File: config.mk
export PLATFORM = sky130hd
export DESIGN_NAME = player_ctrl
export DESIGN_NICKNAME = d
export VERILOG_FILES = /design/src/rtl/bomberman_pkg.sv /design/src/rtl/frame_timer.sv /design/src/rtl/player_ctrl.sv
export SDC_FILE = /design/constraint.sdc
export NUM_CORES = 1
export LEC_CHECK = 0
export ABC_CLOCK_PERIOD_IN_PS = 7300
export CORE_ASPECT_RATIO = 0.6
export CORE_MARGIN = 2
export CORE_UTILIZATION = 61
export CTS_CLUSTER_DIAMETER = 60
export DETAILED_ROUTE_END_ITERATION = 10
export GPL_ROUTABILITY_DRIVEN = 0
export PLACE_DENSITY = 0.91
export SYNTH_ARGS = -nofsm -noshare
export SYNTH_HDL_FRONTEND = slang
export SYNTH_HIERARCHICAL = 1
export SYNTH_SLANG_ARGS = --single-unit
File: constraint.sdc
create_clock -name clk -period 7.3 [get_ports clk]
set_input_delay 2.19 -clock clk [delete_from_list [all_inputs] [get_ports clk]]
set_output_delay 2.19 -clock clk [all_outputs]
set_load 0.005 [all_outputs]
File: src/rtl/bomberman_pkg.sv
// rtl/bomberman_pkg.sv - shared constants, enums and helpers for the bomberman video blocks
// Purpose: screen geometry, renderer sprite indices, player FSM states,
//          direction encoding and a signed clamp helper.
// Ports:   none (package).
package bomberman_pkg;

  localparam int HACTIVE     = 800;
  localparam int VACTIVE     = 600;
  localparam int SPRITE_SIZE = 32;

  localparam logic [2:0] SPR_DOWN   = 3'd0;
  localparam logic [2:0] SPR_UP     = 3'd1;
  localparam logic [2:0] SPR_LEFT   = 3'd2;
  localparam logic [2:0] SPR_RIGHT  = 3'd3;
  localparam logic [2:0] SPR_DEATH0 = 3'd4;
  localparam logic [2:0] SPR_DEATH1 = 3'd5;
  localparam logic [2:0] SPR_DEATH2 = 3'd6;

  typedef enum logic [1:0] {ST_IDLE, ST_CHECK, ST_DYING, ST_DEAD} player_state_t;

  typedef enum logic [1:0] {DIR_UP, DIR_DOWN, DIR_LEFT, DIR_RIGHT} dir_t;

  // Sum is carried one bit wider than a coordinate so the clamp sees the
  // true value before it is narrowed back to 11 bits.
  function automatic logic signed [10:0] clamp11(input logic signed [11:0] v,
                                                 input logic signed [11:0] lo,
                                                 input logic signed [11:0] hi);
    if (v < lo) return lo[10:0];
    if (v > hi) return hi[10:0];
    return v[10:0];
  endfunction

endpackage

File: src/rtl/frame_timer.sv
// rtl/frame_timer.sv - frame tick counter with clear and terminal-count pulse
// Purpose: counts tick pulses modulo N; expired pulses on the N-th tick.
// Ports:   clk, reset (async, active-high), clear (restart count at 0,
//          wins over tick), tick (count enable), expired (terminal count).
module frame_timer #(
  parameter int N = 8
) (
  input  logic clk,
  input  logic reset,
  input  logic clear,
  input  logic tick,
  output logic expired
);

  localparam int CW = (N > 1) ? $clog2(N) : 1;

  logic [CW-1:0] count;

  assign expired = tick && !clear && (count == CW'(N - 1));

  always_ff @(posedge clk or posedge reset) begin
    if (reset) begin
      count <= '0;
    end else if (clear) begin
      count <= '0;
    end else if (tick) begin
      count <= expired ? '0 : count + 1'b1;
    end
  end

endmodule

File: src/rtl/player_ctrl.sv
// rtl/player_ctrl.sv - per-player motion and death-animation controller
// Purpose: once per frame turns the button state into a clamped candidate
//          position, asks the map block for permission, commits accepted
//          moves and sequences the death sprites after a hit.
// Ports:   clk, reset (async, active-high); frame_tick, btn {up,down,left,right},
//          hit, restart in; move_req/candX/candY out, move_ack/move_ok in;
//          centerX1/centerY1/sprite_num/alive out to the renderer. All outputs registered.
module player_ctrl import bomberman_pkg::*; #(
  parameter int STEP         = 2,
  parameter int START_X      = 64,
  parameter int START_Y      = 64,
  parameter int XMIN         = 0,
  parameter int YMIN         = 0,
  parameter int XMAX         = HACTIVE - SPRITE_SIZE,
  parameter int YMAX         = VACTIVE - SPRITE_SIZE,
  parameter int DEATH_FRAMES = 8
) (
  input  logic               clk,
  input  logic               reset,
  input  logic               frame_tick,
  input  logic [3:0]         btn,
  input  logic               hit,
  input  logic               restart,
  output logic               move_req,
  output logic signed [10:0] candX,
  output logic signed [10:0] candY,
  input  logic               move_ack,
  input  logic               move_ok,
  output logic signed [10:0] centerX1,
  output logic signed [10:0] centerY1,
  output logic [2:0]         sprite_num,
  output logic               alive
);

  localparam logic signed [11:0] STEP_S  = 12'(STEP);
  localparam logic signed [11:0] XMIN_S  = 12'(XMIN);
  localparam logic signed [11:0] YMIN_S  = 12'(YMIN);
  localparam logic signed [11:0] XMAX_S  = 12'(XMAX);
  localparam logic signed [11:0] YMAX_S  = 12'(YMAX);
  localparam logic signed [10:0] START_XS = 11'(START_X);
  localparam logic signed [10:0] START_YS = 11'(START_Y);

  player_state_t     state, state_n;
  logic              req_n, alive_n;
  logic signed [10:0] cx_n, cy_n, px_n, py_n;
  logic [2:0]        spr_n;

  dir_t              dir;
  logic [2:0]        face;
  logic signed [11:0] dx, dy;
  logic signed [10:0] tx, ty;

  logic              timer_clear, timer_expired;

  frame_timer #(.N(DEATH_FRAMES)) u_death_timer (
    .clk     (clk),
    .reset   (reset),
    .clear   (timer_clear),
    .tick    (frame_tick && (state == ST_DYING)),
    .expired (timer_expired)
  );

  // Button priority: up > down > left > right.
  always_comb begin
    dir = DIR_RIGHT;
    if (btn[3])      dir = DIR_UP;
    else if (btn[2]) dir = DIR_DOWN;
    else if (btn[1]) dir = DIR_LEFT;
  end

  always_comb begin
    dx   = '0;
    dy   = '0;
    face = SPR_RIGHT;
    case (dir)
      DIR_UP:    begin dy = -STEP_S; face = SPR_UP;    end
      DIR_DOWN:  begin dy =  STEP_S; face = SPR_DOWN;  end
      DIR_LEFT:  begin dx = -STEP_S; face = SPR_LEFT;  end
      default:   begin dx =  STEP_S; face = SPR_RIGHT; end
    endcase
    tx = clamp11({centerX1[10], centerX1} + dx, XMIN_S, XMAX_S);
    ty = clamp11({centerY1[10], centerY1} + dy, YMIN_S, YMAX_S);
  end

  always_comb begin
    state_n     = state;
    req_n       = move_req;
    cx_n        = candX;
    cy_n        = candY;
    px_n        = centerX1;
    py_n        = centerY1;
    spr_n       = sprite_num;
    alive_n     = alive;
    timer_clear = 1'b0;

    if (hit && (state == ST_IDLE || state == ST_CHECK)) begin
      // A hit abandons any outstanding request, even one acked this cycle.
      state_n     = ST_DYING;
      req_n       = 1'b0;
      alive_n     = 1'b0;
      spr_n       = SPR_DEATH0;
      timer_clear = 1'b1;
    end else begin
      case (state)
        ST_IDLE: begin
          if (frame_tick && (btn != 4'b0000)) begin
            spr_n = face;
            if (tx != centerX1 || ty != centerY1) begin
              cx_n    = tx;
              cy_n    = ty;
              req_n   = 1'b1;
              state_n = ST_CHECK;
            end
          end
        end
        ST_CHECK: begin
          if (move_ack) begin
            if (move_ok) begin
              px_n = candX;
              py_n = candY;
            end
            req_n   = 1'b0;
            state_n = ST_IDLE;
          end
        end
        ST_DYING: begin
          if (timer_expired) begin
            if (sprite_num == SPR_DEATH2) state_n = ST_DEAD;
            else                          spr_n   = sprite_num + 3'd1;
          end
        end
        default: begin
          if (restart) begin
            px_n    = START_XS;
            py_n    = START_YS;
            cx_n    = START_XS;
            cy_n    = START_YS;
            spr_n   = SPR_DOWN;
            alive_n = 1'b1;
            state_n = ST_IDLE;
          end
        end
      endcase
    end
  end

  always_ff @(posedge clk or posedge reset) begin
    if (reset) begin
      state      <= ST_IDLE;
      move_req   <= 1'b0;
      candX      <= START_XS;
      candY      <= START_YS;
      centerX1   <= START_XS;
      centerY1   <= START_YS;
      sprite_num <= SPR_DOWN;
      alive      <= 1'b1;
    end else begin
      state      <= state_n;
      move_req   <= req_n;
      candX      <= cx_n;
      candY      <= cy_n;
      centerX1   <= px_n;
      centerY1   <= py_n;
      sprite_num <= spr_n;
      alive      <= alive_n;
    end
  end

endmodule

==> impl_metrics.env, run 1 <==
export IMPL_run_status="finished, final reports clean"
export IMPL_ys_types=83
export IMPL_period_share=0.943
export IMPL_cp_data_required_time_ns=7.51
export IMPL_clock_skew_ns=0.00235
export IMPL_yosysSeqAreaShare=0.303
export IMPL_grt_use_met3=0.0677
export IMPL_utilization=0.723
export IMPL_grt_pass1_wl_um=19000
export IMPL_die_w_um=115
export IMPL_relSlewSlack=0.232
export IMPL_route_detailed_drc=0
export IMPL_worst_slew_pin_slew_ns=1.15
export IMPL_grt_max_degree=52
export IMPL_r2r_slack_ns=3.00
export IMPL_synth_area_sq_mm=0.00448
export IMPL_ir_worst_vdd_v=0.000205
export IMPL_avgSynthCellArea_sq_um=8.51
export IMPL_final_common_cell="nand2_1"
export IMPL_p_per_area_mw_per_mm2=313
export IMPL_grt_pass1_vias=3915
export IMPL_clockBufferDepth=2
export IMPL_final_antenna_net_count=0
export IMPL_wirelength_um=11500
export IMPL_cts_root_buf="clkbuf_16"
export IMPL_drt_iter0_drc=414
export IMPL_synth_cells=527
export IMPL_htree_num_levels=2
export IMPL_final_cell_mix="98 x nand2_1, 59 x clkdlybuf4s50_1, 49 x dfrtp_1"
export IMPL_gr_usage_met1=0.424
export IMPL_yosys_warnings=6
export IMPL_numClockSinks=54
export IMPL_grt_use_total=0.296
export IMPL_portBuffers=59
export IMPL_fillCellCount=535
export IMPL_start_util=0.625
export IMPL_postCtsSetupBuffers=0
export IMPL_wire_per_inst_um=17.4
export IMPL_rr_worst_depth=15
export IMPL_hold_viol=0
export IMPL_max_cap_viol_count=0
export IMPL_antenna_cells=0
export IMPL_hold_depth=2
export IMPL_vias=4217
export IMPL_setup_tns_ns=0
export IMPL_crit_fanout=19
export IMPL_worstHoldStart="u_death_timer/count[1]"
export IMPL_die_h_um=70.4
export IMPL_path_clk_slew_ns=0.07
export IMPL_cts_resized=0
export IMPL_synth_flop_cell="dfrtp_1"
export IMPL_die_area_sq_mm=0.00808
export IMPL_min_period_ns=6.88
export IMPL_r2r_start="centerX1[1]"
export IMPL_fmax_ghz=0.145
export IMPL_ioPinCount=60
export IMPL_ys_async_sr_fraction=1.00
export IMPL_finalSetupViolCount=0
export IMPL_grt_busiest_layer="met2"
export IMPL_antenna_found_initial=0
export IMPL_ys_ff_latch=54
export IMPL_num_rows=24
export IMPL_cts_buffers=5
export IMPL_synth_fp_nets=562
export IMPL_cts_tree="yes"
export IMPL_synth_edf_count=0
export IMPL_firstDrtPassIters=5
export IMPL_postCtsHoldBufs=0
export IMPL_start_kind="input port"
export IMPL_drive_above_1_share=0.0794
export IMPL_syn_to_final_growth_pct=15.7
export IMPL_critical_path_class="input port to flop"
export IMPL_cp_arrival_ns=7.09
export IMPL_use_met2=0.451
export IMPL_core_area_sq_mm=0.00718
export IMPL_p_leak_nw=2.29
export IMPL_hold_class="flop to flop"
export IMPL_hpwlAfterDp_um=8340
export IMPL_final_max_slew_viol_count=0
export IMPL_gr_total_overflow=0
export IMPL_rsz0062_at_grt="false"
export IMPL_insertion_delay_ns=0.30
export IMPL_fin_nets=601
export IMPL_min_to="u_death_timer/count[1]"
export IMPL_timing_rr_end="candY[1]"
export IMPL_detail_route_vias_per_cell=6.41
export IMPL_endpoint_kind="flop"
[layer usage]
layer	wire length, um	part of all wire
met1	5120	0.45
met2	5050	0.44
met3	1100	0.096
met4	202	0.018
met5	0	0
[registers in the layout, summed over array words and instances, names as in the netlist]
name                 flops
candX                   11
state                    2
centerX1                11
alive                    1
sprite_num               3
candY                   11
move_req                 1
u_death_timer/count      3
centerY1                11
[kinds of logic (layout without fill, tap and decap cells)]
group	count (synthesis)	in the layout	share of synthesized area
mux	23	23	0.0513
flops	54	54	0.303
xor+xnor	22	22	0.0477
fa+ha+maj	24	24	0.0686
compound gates	136	136	0.225
buf+inv	55	95	0.0661
simple gates	213	213	0.239
[layout make-up]
type	count	area, sq um	area share
Timing Repair Buffer	62	626	0.121
Multi-Input combinational cell	418	2830	0.545
Tap cell	91	114	0.0219
Clock inverter	2	37.5	0.00723
Sequential cell	54	1360	0.262
Inverter	25	95.1	0.0183
Clock buffer	6	129	0.0248
[worst max-delay path: stages]
cell	delay (ns)
clkdlybuf4s50_1	0.42
or2_2	0.39
inv_1	0.08
ha_1	0.40
inv_1	0.11
fa_1	0.44
nor2b_1	0.17
o221a_2	0.25
o22ai_2	0.11
o22ai_1	0.32
nand2b_1	0.23
or3_1	0.42
o22ai_1	0.20
o2111ai_2	0.20
a211oi_4	0.37
or4_1	0.33
buf_12	0.22
mux2i_1	0.23
[where the power goes]
| part | switching, mW | leakage [nW] | total, mW | internal, mW |
|---|---|---|---|---|
| Clock | 0.109 | 0.0771 | 0.271 | 0.162 |
| Combinational | 0.493 | 1.49 | 0.872 | 0.380 |
| Sequential | 0.102 | 0.724 | 0.483 | 0.381 |
| Total | 0.704 | 2.29 | 1.63 | 0.923 |
[per-stage QoR]
stage / hold WS (ns) / power (mW) / std cells / setup slack, ns / area [sq um]
finish: 0.533 / 1.63 / 658 / 0.417 / 5190
global route: 0.573 / 1.73 / 658 / 0.131 / 5190
CTS: 0.550 / 1.61 / 658 / 0.503 / 5190
detailed placement: 0.533 / 1.33 / 650 / 0.293 / 5020
global placement: 0.506 / 1.30 / 650 / 0.537 / 5020
floorplan: 0.490 / 1.08 / 527 / 1.11 / 4480
[cells in the mapped netlist, drive strengths merged, types with 4 or more instances]
library cell  count  area share
ha               23       0.064
xnor2            12       0.025
nand2            98       0.082
mux2i            23       0.051
nor3              9       0.011
dfstp             5       0.029
or3               4      0.0056
a211oi            8       0.021
nand2b            9       0.013
buf              17       0.034
nor2b            11       0.015
and3              4      0.0056
a31oi             5      0.0070
or2               7      0.0098
o211ai            4      0.0089
nand3             9       0.010
o21ai            46       0.052
nor3b             4      0.0078
and2              4      0.0056
o22ai             9       0.014
nor2             28       0.024
clkbuf           13       0.011
a21o              5      0.0084
xor2              9       0.018
a21oi            17       0.022
inv              24       0.020
nand4             5      0.0098
dfrtp            49        0.27
o211a             4       0.011
o31ai             5      0.0084
or4               6       0.011
[how the worst max path moves through the flow]
stage	startpoint	to	slack, ns
after global routing	btn[3]	candY[7]	0.13
after global placement	btn[3]	candX[3]	0.54
final	btn[3]	candY[1]	0.42
after detailed placement	btn[3]	candX[5]	0.29
after CTS	btn[3]	candY[1]	0.50
after floorplan	btn[3]	candY[5]	1.11
Power figures use the tool's default switching activity.
==> inputs of run 2 (changes only) <==
CTS_CLUSTER_DIAMETER = not set   (was 60)
SETUP_SLACK_MARGIN = 0.1   (was not set)
==> results of run 2 <==
Same layout as run 1: the final DEF is identical, and so are final timing and power.
==> inputs of run 3 (changes only) <==
CAP_MARGIN = 20   (was not set)
CTS_CLUSTER_SIZE = 25   (was not set)
==> run 3 against run 2 <==
- global-route usage did not move
- largest cell class unchanged
- via count fell by 0.59%
- hold slack improved by 0.0037 ns
- sequential power barely moved
- count of clock-buffer cells in the layout did not move
- first-iteration DRC count rose by 6.3%
- power barely moved
- critical path depth did not move
- largest power group unchanged
==> impl_metrics.env, run 3 (synthesis results as in run 1) <==
export IMPL_final_cells=659
export IMPL_hpwlAfterDp_um=8340
export IMPL_drt_iter0_drc=440
export IMPL_worstHoldStart="u_death_timer/count[1]"
export IMPL_run_status="finished, final reports clean"
export IMPL_use_met2=0.451
export IMPL_wirelength_um=11500
export IMPL_die_h_um=70.4
export IMPL_cp_arrival_ns=7.06
export IMPL_start_kind="input port"
export IMPL_final_antenna_net_count=0
export IMPL_cpPeakStageDelay_ns=0.44
export IMPL_syn_to_final_growth_pct=16.2
export IMPL_clock_skew_ns=0.00286
export IMPL_route_detailed_drc=0
export IMPL_die_area_sq_mm=0.00808
export IMPL_worst_slew_pin_slew_ns=1.17
export IMPL_fmax_ghz=0.146
export IMPL_wire_per_inst_um=17.4
export IMPL_ioPinCount=60
export IMPL_dp_cells=650
export IMPL_crit_fanout=19
export IMPL_fillCellCount=532
export IMPL_r2r_start="centerX1[1]"
export IMPL_period_share=0.938
export IMPL_firstDrtPassIters=5
export IMPL_critical_path_class="input port to flop"
export IMPL_gr_usage_met1=0.424
export IMPL_cts_tree="yes"
export IMPL_ir_worst_vdd_v=0.000204
export IMPL_final_cell_mix="98 x nand2_1, 59 x clkdlybuf4s50_1, 49 x dfrtp_1"
export IMPL_grt_pass1_wl_um=19000
export IMPL_gr_total_overflow=0
export IMPL_cts_resized=0
export IMPL_cts_buffers=5
export IMPL_finalSetupViolCount=0
export IMPL_grt_use_total=0.296
export IMPL_grt_max_degree=52
export IMPL_hold_class="flop to flop"
export IMPL_final_seq_area_sq_mm=0.00136
export IMPL_grt_busiest_layer="met2"
export IMPL_setup_tns_ns=0
export IMPL_num_rows=24
export IMPL_power_mw=1.63
export IMPL_drive_above_1_share=0.0810
export IMPL_multiInputGateArea_sq_mm=0.00283
export IMPL_cp_data_required_time_ns=7.51
export IMPL_max_cap_viol_count=0
export IMPL_final_common_cell="nand2_1"
export IMPL_die_w_um=115
export IMPL_antenna_found_initial=0
export IMPL_fin_nets=602
export IMPL_vias=4192
export IMPL_numClockSinks=54
export IMPL_relSlewSlack=0.223
export IMPL_min_to="u_death_timer/count[1]"
export IMPL_min_period_ns=6.85
export IMPL_postCtsSetupBuffers=0
export IMPL_crit_slowest_cell="fa_1"
export IMPL_crit_chain="clkdlybuf4s50_1 > or2_2 > inv_1 > ha_1 > inv_1 > fa_1 > nor2b_1 > o221a_2 > o22ai_2 > o22ai_1 > nand2b_1 > or3_1 > o22ai_1 > o2111ai_2 > a211oi_4 > or4_1 > buf_12 > mux2i_1"
export IMPL_antenna_cells=0
export IMPL_p_per_area_mw_per_mm2=312
export IMPL_insertion_delay_ns=0.30
export IMPL_r2r_slack_ns=3.03
export IMPL_clockBufferDepth=2
export IMPL_cp_top_family="simple AND/OR/NAND/NOR gates"
export IMPL_htree_num_levels=2
export IMPL_timing_rr_end="candY[1]"
export IMPL_detail_route_vias_per_cell=6.36
export IMPL_cts_root_buf="clkbuf_16"
export IMPL_hold_depth=2
export IMPL_hold_viol=0
export IMPL_portBuffers=59
export IMPL_core_area_sq_mm=0.00718
export IMPL_crit_buf_inv=4
export IMPL_grt_pass1_vias=3915
export IMPL_rsz0062_at_grt="false"
export IMPL_path_clk_slew_ns=0.07
export IMPL_postCtsHoldBufs=0
export IMPL_p_leak_nw=2.30
export IMPL_endpoint_kind="flop"
export IMPL_start_util=0.625
export IMPL_rr_worst_depth=15
export IMPL_final_max_slew_viol_count=0
export IMPL_grt_use_met3=0.0677
## run 3: cell count changes in the layout (fill, tap and decap cells not counted)
cell    delta
buf_12     +1
## run 3: worst min-delay path, cell delays in order, from the launching register on
cell	delay, ns
dfrtp_1	0.35
mux2i_1	0.07
nor2_1	0.08
## run 3: power by group
| part | switching [mW] | internal [mW] |
|---|---|---|
| logic | 0.492 | 0.381 |
| registers | 0.102 | 0.381 |
| clock network | 0.109 | 0.162 |
## run 3: how the worst max path moves through the flow
stage | start | end | slack (ns) | cells past startpoint
finish | btn[3] | candY[1] | 0.45 | 18
detailed placement | btn[3] | candX[5] | 0.29 | 18
global placement | btn[3] | candX[3] | 0.54 | 18
CTS | btn[3] | candY[1] | 0.50 | 18
global route | btn[3] | candY[7] | 0.13 | 18
floorplan | btn[3] | candY[5] | 1.11 | 20
## run 3: layer usage
metal	wire length, um	up-vias
met5	0	-
met4	151	0
met3	1040	24
met2	5140	218
met1	5140	1989
li1	-	1961
## run 3: final cells by class
class | instances | area share
flip-flops and latches | 54 | 0.261
multi-input cells | 418 | 0.543
repair buffers | 63 | 0.124
clock inverters | 2 | 0.00721
well taps | 91 | 0.0219
clock buffers | 6 | 0.0247
inverters | 25 | 0.0183
## run 3: per-stage QoR
step	util	setup WS, ns	instance area [sq um]	hold slack, ns
2_1_floorplan	-	1.11	4480	0.490
4_1_cts	0.723	0.503	5190	0.550
5_1_grt	0.726	0.131	5210	0.573
3_5_place_dp	0.700	0.293	5020	0.533
3_3_place_gp	0.700	0.537	5020	0.506
6_report	0.726	0.454	5210	0.537
